$ cat config.mk
export PLATFORM = sky130hd
export DESIGN_NAME = lsu_mem_port
export DESIGN_NICKNAME = d
export VERILOG_FILES = /design/src/rtl/lsu_mem_port.sv
export SDC_FILE = /design/constraint.sdc
export NUM_CORES = 1
export LEC_CHECK = 0
export CORE_UTILIZATION = 42
export DETAILED_ROUTE_END_ITERATION = 8
export HOLD_SLACK_MARGIN = 0.15
export PLACE_DENSITY_LB_ADDON = 0.05
export SYNTH_ARGS = -nofsm -noshare
export SYNTH_HDL_FRONTEND = slang
export SYNTH_SLANG_ARGS = --single-unit
$ cat constraint.sdc
create_clock -name clk -period 1.9 [get_ports clk]
set_clock_uncertainty 0.1 [all_clocks]
set_input_delay 0.38 -clock clk [delete_from_list [all_inputs] [get_ports clk]]
set_output_delay 0.38 -clock clk [all_outputs]
set_load 0.02 [all_outputs]
$ cat src/rtl/lsu_mem_port.sv
// lsu_mem_port: CPU load/store port onto a single-port RAM, with read-modify-write for sub-word stores.
// Optional LSU_BACK_TO_BACK_EN lets a new request be accepted in RESP as the response is taken.
module lsu_mem_port #(
    parameter int ADDR_W = 5,
    parameter int D_BITS = 32
) (
    input  logic              clk,
    input  logic              rst_n,
    input  logic              req_valid,
    output logic              req_ready,
    input  logic              req_we,
    input  logic [1:0]        req_size,
    input  logic              req_unsigned,
    input  logic [ADDR_W+1:0] req_addr,
    input  logic [D_BITS-1:0] req_wdata,
    output logic              rsp_valid,
    input  logic              rsp_ready,
    output logic [D_BITS-1:0] rsp_rdata,
    output logic              rsp_err,
    output logic [ADDR_W-1:0] ram_addr,
    output logic [D_BITS-1:0] ram_din,
    output logic              ram_we,
    input  logic [D_BITS-1:0] ram_dout
);
    typedef enum logic [2:0] {IDLE, ISSUE, CAPT, MERGE, RESP} state_t;
    state_t state, state_nx;
    logic              we_q, uns_q, acc, bad;
    logic [1:0]        size_q, off_q;
    logic [D_BITS-1:0] wdata_q, lane, ext, mask, merged;
    logic [4:0]        sh;
`ifdef LSU_BACK_TO_BACK_EN
    assign req_ready = state == IDLE || (state == RESP && rsp_ready);
`else
    assign req_ready = state == IDLE;
`endif
    assign acc = req_valid && req_ready;
    assign bad = req_size == 2'b11 || (req_size == 2'b01 && req_addr[0]) ||
                 (req_size == 2'b10 && req_addr[1:0] != 2'b00);
    assign rsp_valid = state == RESP;
    assign sh = {off_q, 3'b000};
    assign lane = ram_dout >> sh;
    assign ext = size_q == 2'b00 ? {{24{lane[7] & ~uns_q}}, lane[7:0]} :
                 size_q == 2'b01 ? {{16{lane[15] & ~uns_q}}, lane[15:0]} : lane;
    assign mask = (size_q == 2'b00 ? 32'h0000_00ff : 32'h0000_ffff) << sh;
    assign merged = (ram_dout & ~mask) | ((wdata_q << sh) & mask);
    always_comb begin
        state_nx = state;
        case (state)
            ISSUE:   state_nx = (we_q && size_q == 2'b10) ? RESP : CAPT;
            CAPT:    state_nx = we_q ? MERGE : RESP;
            MERGE:   state_nx = RESP;
            RESP:    state_nx = rsp_ready ? IDLE : RESP;
            default: state_nx = state;
        endcase
        if (acc) state_nx = bad ? RESP : ISSUE;
    end
    always_ff @(posedge clk or negedge rst_n) begin
        if (!rst_n) begin
            state     <= IDLE;
            ram_we    <= 1'b0;
            ram_addr  <= '0;
            ram_din   <= '0;
            rsp_rdata <= '0;
            rsp_err   <= 1'b0;
            we_q      <= 1'b0;
            uns_q     <= 1'b0;
            size_q    <= 2'b00;
            off_q     <= 2'b00;
            wdata_q   <= '0;
        end else begin
            state  <= state_nx;
            ram_we <= 1'b0;
            if (acc) begin
                we_q      <= req_we;
                uns_q     <= req_unsigned;
                size_q    <= req_size;
                off_q     <= req_addr[1:0];
                wdata_q   <= req_wdata;
                ram_addr  <= req_addr[ADDR_W+1:2];
                ram_din   <= req_wdata;
                ram_we    <= !bad && req_we && req_size == 2'b10;
                rsp_err   <= bad;
                rsp_rdata <= '0;
            end else if (state == CAPT) begin
                // stores write the merged word back next cycle; loads capture the extended lane
                if (we_q) begin
                    ram_din <= merged;
                    ram_we  <= 1'b1;
                end else begin
                    rsp_rdata <= ext;
                end
            end
        end
    end
endmodule
After elaboration in Yosys (flattened, before gate mapping)
Cells that the tools add are included.
Storage, ports and cells
  word-level logic and storage cells: 66
  output and inout port bits: 73
  input bits: 79
  register bits after elaboration: 112
Cells by class
  eq/ne operators: 10
  mux-type cells: 18
  reduce and logical (&&, ||, !) cells: 17
  shifts and indexed selects: 3
  bitwise gates (word level): 7
Operator list (number)
  32-bit 2-to-1 mux: 8
  32-bit AND: 2
  32-bit NOT: 1
  32-bit OR: 1
  16-bit by 5-bit << shifter with 32-bit output: 1
  32-bit by 5-bit << shifter with 32-bit output: 1
  32-bit by 5-bit right shift with 32-bit output: 1
  16-bit 2-to-1 mux: 1
  3-bit 2-to-1 mux: 5
  3-bit case mux with 4 select lines: 1
  2-bit equality test (second input constant): 3
  3-bit by 2-bit equality test with 1-bit output (second input constant): 2
  1-bit logical AND: 6
  2-bit nonzero test: 3
  5-bit nonzero test: 1
  2-bit by 1-bit equality test with 1-bit output (second input constant): 2
  2-bit AND reduction: 2
  3-bit by 1-bit equality test with 1-bit output (second input constant): 1
  3-bit equality test (second input constant): 1
  3-bit logical NOT: 1
  1-bit 2-to-1 mux: 3
  1-bit AND: 2
  2-bit logical NOT: 1
  1-bit logical OR: 2
  3 further kinds: 3

Depth between registers and ports, before layout
Gate-level depths: netlist of the first run.
  depth in word-level cells: 9
  mapped depth: 8
  depth with buffers taken out: 4

Worst setup path after synthesis of the first run
Ideal clock, no wire load.
  path type: register to register
  start point: register state[0]
  end point: register rsp_rdata[23]
  stages on the path, launching flop included: 8
  buffers on the path: 3
  setup slack: -0.068 ns
  clock period less this slack: 1.968 ns
  arrival: 1.741 ns
  library setup time: 0.126 ns
  required time: 1.674 ns
  cell sequence: dfrtp_1 > buf_2 > nor3_2 > and2_1 > buf_4 > nor2_2 > buf_6 > a221o_1
On the way
  word-level cells in the longest chain between the ends: 4
  elaborated cells between the ends (all ways): 7
  classes of those cells: eq/ne: 2; mux: 1; reduce/logical: 4
RTL lines
  start: declaration: RTL line 26  | state_t state, state_nx;
  start signal: assignment: RTL line 71  | state <= state_nx;
  3-bit logical NOT (*): RTL line 34  | assign req_ready = state == IDLE;
  net req_ready: RTL line 10  | output logic req_ready,
  1-bit logical AND (*): RTL line 36  | assign acc = req_valid && req_ready;
  2-bit by 1-bit inequality test with 1-bit output (no line) / 2-bit nonzero test (equally long branches)
  2-bit AND reduction (no line)
  end signal: assignment: RTL line 90  | rsp_rdata <= ext;
  end: declaration: RTL line 18  | output logic [D_BITS-1:0] rsp_rdata,
Mark *: on every way through the listed nets, which the timed path passes. The rest lies on a longest branch.
A chain may end at the register's enable or synchronous reset.

Worst setup path in the final report of the first run
  start point: register state[2]
  end point: output req_ready
On the way
  word-level cells in the longest chain between the ends: 1
RTL lines (RTL line)
  3-bit logical NOT: 34
  end: declaration: 10
No other way between the ends.

==> results of run 1 <==
==> synth_stat cells (all sizes together) (5+ instances only) <==
master  instances  area [um2]
dfrtp          96        2400
o32ai           5        43.8
a221o          31         310
o211ai          6        45.0
nor2           20        82.6
mux2           11         124
a211oi          5        37.5
a22o            8        70.1
mux2i          26         260
a21oi          34         174
nor3            6        40.0
nand2         114         428
inv            15        56.3
o221ai          8        70.1
buf            24         153
nand3          16        80.1
o21ai          29         145
clkbuf         20        76.3
==> how the worst max path moves through the flow <==
stage	startpoint	end	slack, ns	cells past startpoint
after floorplan	state[0]	rsp_rdata[23]	0.03	7
after global routing	state[0]	rsp_rdata[25]	0.003	7
after detailed placement	req_valid	rsp_rdata[17]	-0.42	4
after CTS	off_q[1]	ram_din[19]	0.02	5
after global placement	req_valid	rsp_rdata[22]	-0.37	4
final	state[2]	req_ready	0.06	2
==> final cells by class <==
type | instances | share of cell area [%]
inverters | 16 | 0.825
well taps | 143 | 2.46
flip-flops and latches | 96 | 33.1
clock inverters | 4 | 0.395
repair buffers | 209 | 28.0
multi-input cells | 355 | 31.8
clock buffers | 11 | 3.47
==> metrics by stage <==
| stage | TNS (ns) | utilization (%) |
|---|---|---|
| finish | 0 | 63.5 |
| global route | 0 | 63.5 |
| CTS | 0 | 63.2 |
| detailed placement | -19.12 | 60.5 |
| global placement | -17.44 | 60.5 |
| floorplan | 0 | - |
==> kinds of logic after synthesis <==
logic type,after synthesis,share of synthesized area (%)
simple gates,174,16.1
flops,96,48.4
mux,38,8.20
buf+inv,60,5.83
compound gates,143,21.5
==> power by group through the flow <==
stage / combinational, mW / sequential, mW / clock [mW]
after global placement: 6.58 / 3.68 / 0
final: 6.80 / 3.70 / 1.73
after global routing: 7.32 / 3.81 / 1.85
after floorplan: 3.21 / 4.23 / 0
after CTS: 6.74 / 3.69 / 1.76
after detailed placement: 6.69 / 3.70 / 0
==> repair_timing <==
action | in CTS | in global routing
resized for setup | 8 | 17
hold buffers | 1 | 0
endpoints found under the hold margin | 26 | 0
buffers inserted | 1 | 0
pin swaps | 1 | 1
setup endpoints to repair | 29 | 36
==> placed cells by master (no fill, tap or decap), types with 4 or more instances in the layout <==
cell type          n
o211ai_1           6
nand2_1          114
o32ai_1            5
inv_1             15
a221o_1           31
dfrtp_1           92
mux2_2            11
o221ai_1           8
o21ai_0           26
buf_12             7
a21oi_1           33
clkdlybuf4s50_1  147
clkbuf_16          9
buf_4             50
nor2_2             5
nor2_1            14
nand3_1           16
mux2i_1           26
dfrtp_2            4
a22o_1             8
==> worst min-delay path, cell delays in order, from the launching register on <==
cell	delay [ns]
dfrtp_1	0.34
nand2_1	0.05
nand2_1	0.06
==> sequential cells by signal (all words and copies together), names as in the netlist <==
| signal | cells |
|---|---|
| ram_addr | 5 |
| we_q | 1 |
| uns_q | 1 |
| ram_we | 1 |
| state | 3 |
| rsp_err | 1 |
| wdata_q | 16 |
| off_q | 2 |
| ram_din | 32 |
| rsp_rdata | 32 |
| size_q | 2 |
==> per-layer routing <==
layer	wire [um]	track usage (%)	vias up
met5	0	0	-
met4	357	10.4	0
met3	969	3.55	25
met2	7360	42.5	220
met1	7550	39.1	2261
li1	-	-	2196
==> out/results.ini, run 1 <==
[timing]
slew_viol_final = 0
worst_pin_slew_ns = 0.595
finalCritPeriodShare_pct = 96.7
hold_violations = 0
final-setup-viol-count = 0
period_minus_slack_ns = 1.84
fin_ws_ns = 0.0632
slew_headroom_pct = 60.2
max_freq_mhz = 544
rsz0062_at_grt = yes
holdWs_ns = 0.377

[detailed_routing]
drt_iter0_drc = 408
route.vias.total = 4702
routed_wl_um = 16200
first_pass_iters = 6
drtAntennaViolNets = 0
drcViolationCount = 0
avgRoutedWirePerCell_um = 19.5
vias_per_cell = 5.64

[worst_setup_path]
required_ns = 1.42
path_buf_inv = 1
r2r_start = off_q[1]
critPathMaxStageDelay_ns = 0.45
worstPathArrival_ns = 1.36
ff2ff_path_depth = 6
path_cells = nor3_4, clkdlybuf4s15_1
critPathKind = register to primary output
path_max_fanout = 4
startpoint_type = register
rrSetupSlack_ns = 0.07
crit_family = flip-flops
r2r-end = rsp_rdata[16]
cp-end-kind = primary output
slowest_stage = dfrtp_2

[outcome]
status = completed

[place]
dp_hpwl_um = 12500
portBuffers = 151
postPlaceCellArea_um2 = 6940
dp.cells = 817
place_ws_ns = -0.420
gp_congestion = 0.840

[yosys]
syn_area_um2 = 4960
syn-num-nets = 590
synth-main-ff-cell = dfrtp_1
yosysUniqueCellTypes = 50
synth_cells = 511
async_reset_ff_share_pct = 100
synth.ff_latch_count = 96
synth_seq_area_share_pct = 48.4
synth_edf_count = 0
avgSynthCellArea_um2 = 9.71
yosys_warnings = 0

[cells_and_area]
final_area_um2 = 7280
layout-drive-gt1-share_pct = 16.4
area_growth_pct = 46.8
fillCellCount = 969
fin_cells = 834
antenna-diode-count = 0
nets = 766
multi_input_area_um2 = 2320
ff_latch_area_um2 = 2410

[min_path]
hp-start = ram_addr[1]
hold_path_end = ram_addr[1]
hold_class = register to register
hold_path_depth = 2

[floorplanning]
start_util_pct = 43.3
die_h_um = 111
die_x_um = 111
io-pin-count = 152
die_area_um2 = 12300
floorplan.rows = 39
core_um2 = 11500

[global_routing]
first_global_vias = 4807
grt_overflow = 0
grt_max_degree = 41
grt_use_total_pct = 27.3
grt_pass1_wl_um = 26100
antenna_found_initial = 0

[job]
drv_cap = 0

[pwr]
power_frac_seq_pct = 30.3
leakage_nw = 3.25
ir_worst_vdd_mv = 0.738
p_per_area_nw_per_um2 = 1680
intPower_mw = 7.20
power_frac_comb_pct = 55.6
swShare_pct = 41.2
power.switching_mw = 5.04
clkPwrFrac_pct = 14.2
power_mw = 12.2

[clock_tree]
clk_pin_slew_ns = 0.06
cts_root_buffer = clkbuf_16
numCtsBuffers = 9
worstSkewPairLatency_ns = 0.34
clk_path_buf_depth = 2
cts_num_sinks = 96
tritoncts = yes
cts_htree_levels = 3

Note: power is estimated with default switching activity, not from simulation.
==> inputs of run 2 (changes only) <==
--- a/config.mk
+++ b/config.mk
@@ -5,9 +5,9 @@
 export SDC_FILE = /design/constraint.sdc
 export NUM_CORES = 1
 export LEC_CHECK = 0
-export CORE_UTILIZATION = 42
+export CORE_UTILIZATION = 45
 export DETAILED_ROUTE_END_ITERATION = 8
-export HOLD_SLACK_MARGIN = 0.15
+export HOLD_SLACK_MARGIN = 0.08
 export PLACE_DENSITY_LB_ADDON = 0.05
 export SYNTH_ARGS = -nofsm -noshare
 export SYNTH_HDL_FRONTEND = slang
==> constraint.sdc (replaced) <==
create_clock -name clk -period 2.1 [get_ports clk]
set_clock_uncertainty 0.1 [all_clocks]
set_input_delay 0.42 -clock clk [delete_from_list [all_inputs] [get_ports clk]]
set_output_delay 0.42 -clock clk [all_outputs]
set_load 0.02 [all_outputs]
==> out/results.ini, run 2 (synthesis results as in run 1) <==
[timing]
period_minus_slack_ns = 2.00
slew_viol_final = 0  ; unchanged
holdWs_ns = 0.395  ; +0.0187 ns
rsz0062_at_grt = no
hold_violations = 0  ; unchanged
worst_pin_slew_ns = 0.614  ; +0.0189 ns
max_freq_mhz = 501
final-setup-viol-count = 0  ; unchanged
fin_ws_ns = 0.104  ; +0.0406 ns
fin_tns_setup_ns = 0  ; unchanged
finalCritPeriodShare_pct = 95.1
slew_headroom_pct = 59.1  ; -1.2 points

[clock_tree]
cts_htree_levels = 3  ; unchanged
numCtsBuffers = 9  ; unchanged
clk_path_buf_depth = 2  ; unchanged
cts_setup_buffers = 0  ; -1
clk_pin_slew_ns = 0.10  ; +0.04 ns
tritoncts = yes
cts_root_buffer = clkbuf_8
cts_num_sinks = 96  ; unchanged
worstSkewPairLatency_ns = 0.37  ; +0.03 ns

[global_routing]
first_global_vias = 4742  ; -1.4%
grt_max_degree = 97  ; +140%
grt_use_total_pct = 28.3  ; +1.0 points
grt_pass1_wl_um = 24800  ; -5.0%
antenna_found_initial = 0  ; unchanged
grt_overflow = 0  ; unchanged

[cells_and_area]
fillCellCount = 881  ; -9.1%
antenna-diode-count = 0  ; unchanged
layout-drive-gt1-share_pct = 12.2  ; -4.1 points
nets = 745  ; -2.7%
layout_common_cells = 148 x clkdlybuf4s50_1, 114 x nand2_1, 94 x dfrtp_1, 34 x buf_4, 33 x a21oi_1
mostFrequentLayoutCell = clkdlybuf4s50_1
largestRegisters = ram_din (32), rsp_rdata (32), wdata_q (16)
area_growth_pct = 39.9

[job]
drv_cap = 0  ; unchanged

[detailed_routing]
first_pass_iters = 5  ; -1
drtAntennaViolNets = 0  ; unchanged
vias_per_cell = 5.81  ; +3.0%
route.vias.total = 4685  ; -0.36%
avgRoutedWirePerCell_um = 19.3  ; -0.87%
routed_wl_um = 15600  ; -4.1%
drcViolationCount = 0  ; unchanged
drt_iter0_drc = 363  ; -11%

[pwr]
ir_worst_vdd_mv = 0.707  ; -4.2%
p_per_area_nw_per_um2 = 1490  ; -11%
power_mw = 10.3  ; -16%
leakage_nw = 3.09  ; -5.1%

[worst_setup_path]
path_max_fanout = 7  ; +3
critPathKind = register to primary output
startpoint_type = register
path_buf_inv = 1  ; unchanged
critPathMaxStageDelay_ns = 0.48  ; +0.03 ns
slowest_stage = dfrtp_1
path_cells = nor3_2, dlygate4sd2_1
cp-end-kind = primary output
worstPathArrival_ns = 1.48  ; +0.12 ns
required_ns = 1.58  ; +0.16 ns
crit_family = flip-flops

[place]
gp_congestion = 0.873  ; +3.9%
portBuffers = 151  ; unchanged
place_ws_ns = -0.248  ; +0.172 ns
dp_hpwl_um = 11800  ; -5.7%

[floorplanning]
die_h_um = 107  ; -3.3%
floorplan.rows = 37  ; -5.1%
die_x_um = 107  ; -3.3%
core_um2 = 10500  ; -8.4%
start_util_pct = 47.2  ; +3.9 points
die_area_um2 = 11400  ; -6.5%
io-pin-count = 152  ; unchanged

[outcome]
status = completed

[min_path]
hold_class = register to register

-- run 2: path summary, 6_finish.rpt --
check / startpoint / endpoint / slack [ns] / cells after the start
worst max-delay path: state[0] / req_ready / 0.10 / 2
worst min-delay path: rsp_err / rsp_err / 0.40 / 1
worst max register to register: state[2] / rsp_rdata[18] / 0.13 / 4
worst min register to register: rsp_err / rsp_err / 0.40 / 1
max in group asynchronous: rst_n / rsp_rdata[16] / 0.95 / 3
min in group asynchronous: rst_n / we_q / 0.53 / 3
-- run 2: per-layer routing --
layer	share of wire, %	global-route usage [%]	vias up
met5	0	0	-
met4	1.9	9.78	0
met3	7.8	4.68	31
met2	48	45.7	221
met1	42	38.7	2286
li1	-	-	2147
-- run 2: report_power, final --
part	total, mW	leakage (nW)	internal, mW	switching, mW
Sequential	3.40	1.23	2.66	0.740
Clock	1.22	0.103	0.520	0.700
Combinational	5.71	1.76	2.68	3.03
Total	10.3	3.09	5.86	4.47
-- run 2: layout make-up --
cell class | instances | area (um2) | area share, %
Timing Repair Buffer | 188 | 1820 | 26.2
Inverter | 16 | 60.1 | 0.865
Clock inverter | 5 | 46.3 | 0.667
Sequential cell | 96 | 2400 | 34.7
Clock buffer | 11 | 151 | 2.18
Tap cell | 136 | 170 | 2.45
Multi-Input combinational cell | 355 | 2290 | 32.9
-- run 2: timing repair --
action / 4_1_cts / 5_1_grt
endpoints found under the hold margin: 96 / 0
pin swaps: 0 / 0
gates resized for setup: 3 / 7
endpoints found under the setup margin: 2 / 37
hold buffers: 1 / 0
-- run 2: through the flow --
| step | util (%) | cell area, um2 | cells |
|---|---|---|---|
| 6_report | 66.0 | 6940 | 807 |
| 5_1_grt | 66.0 | 6940 | 807 |
| 4_1_cts | 65.9 | 6930 | 807 |
| 3_5_place_dp | 63.9 | 6720 | 790 |
| 3_3_place_gp | 63.9 | 6720 | 790 |
| 2_1_floorplan | - | 4960 | 511 |
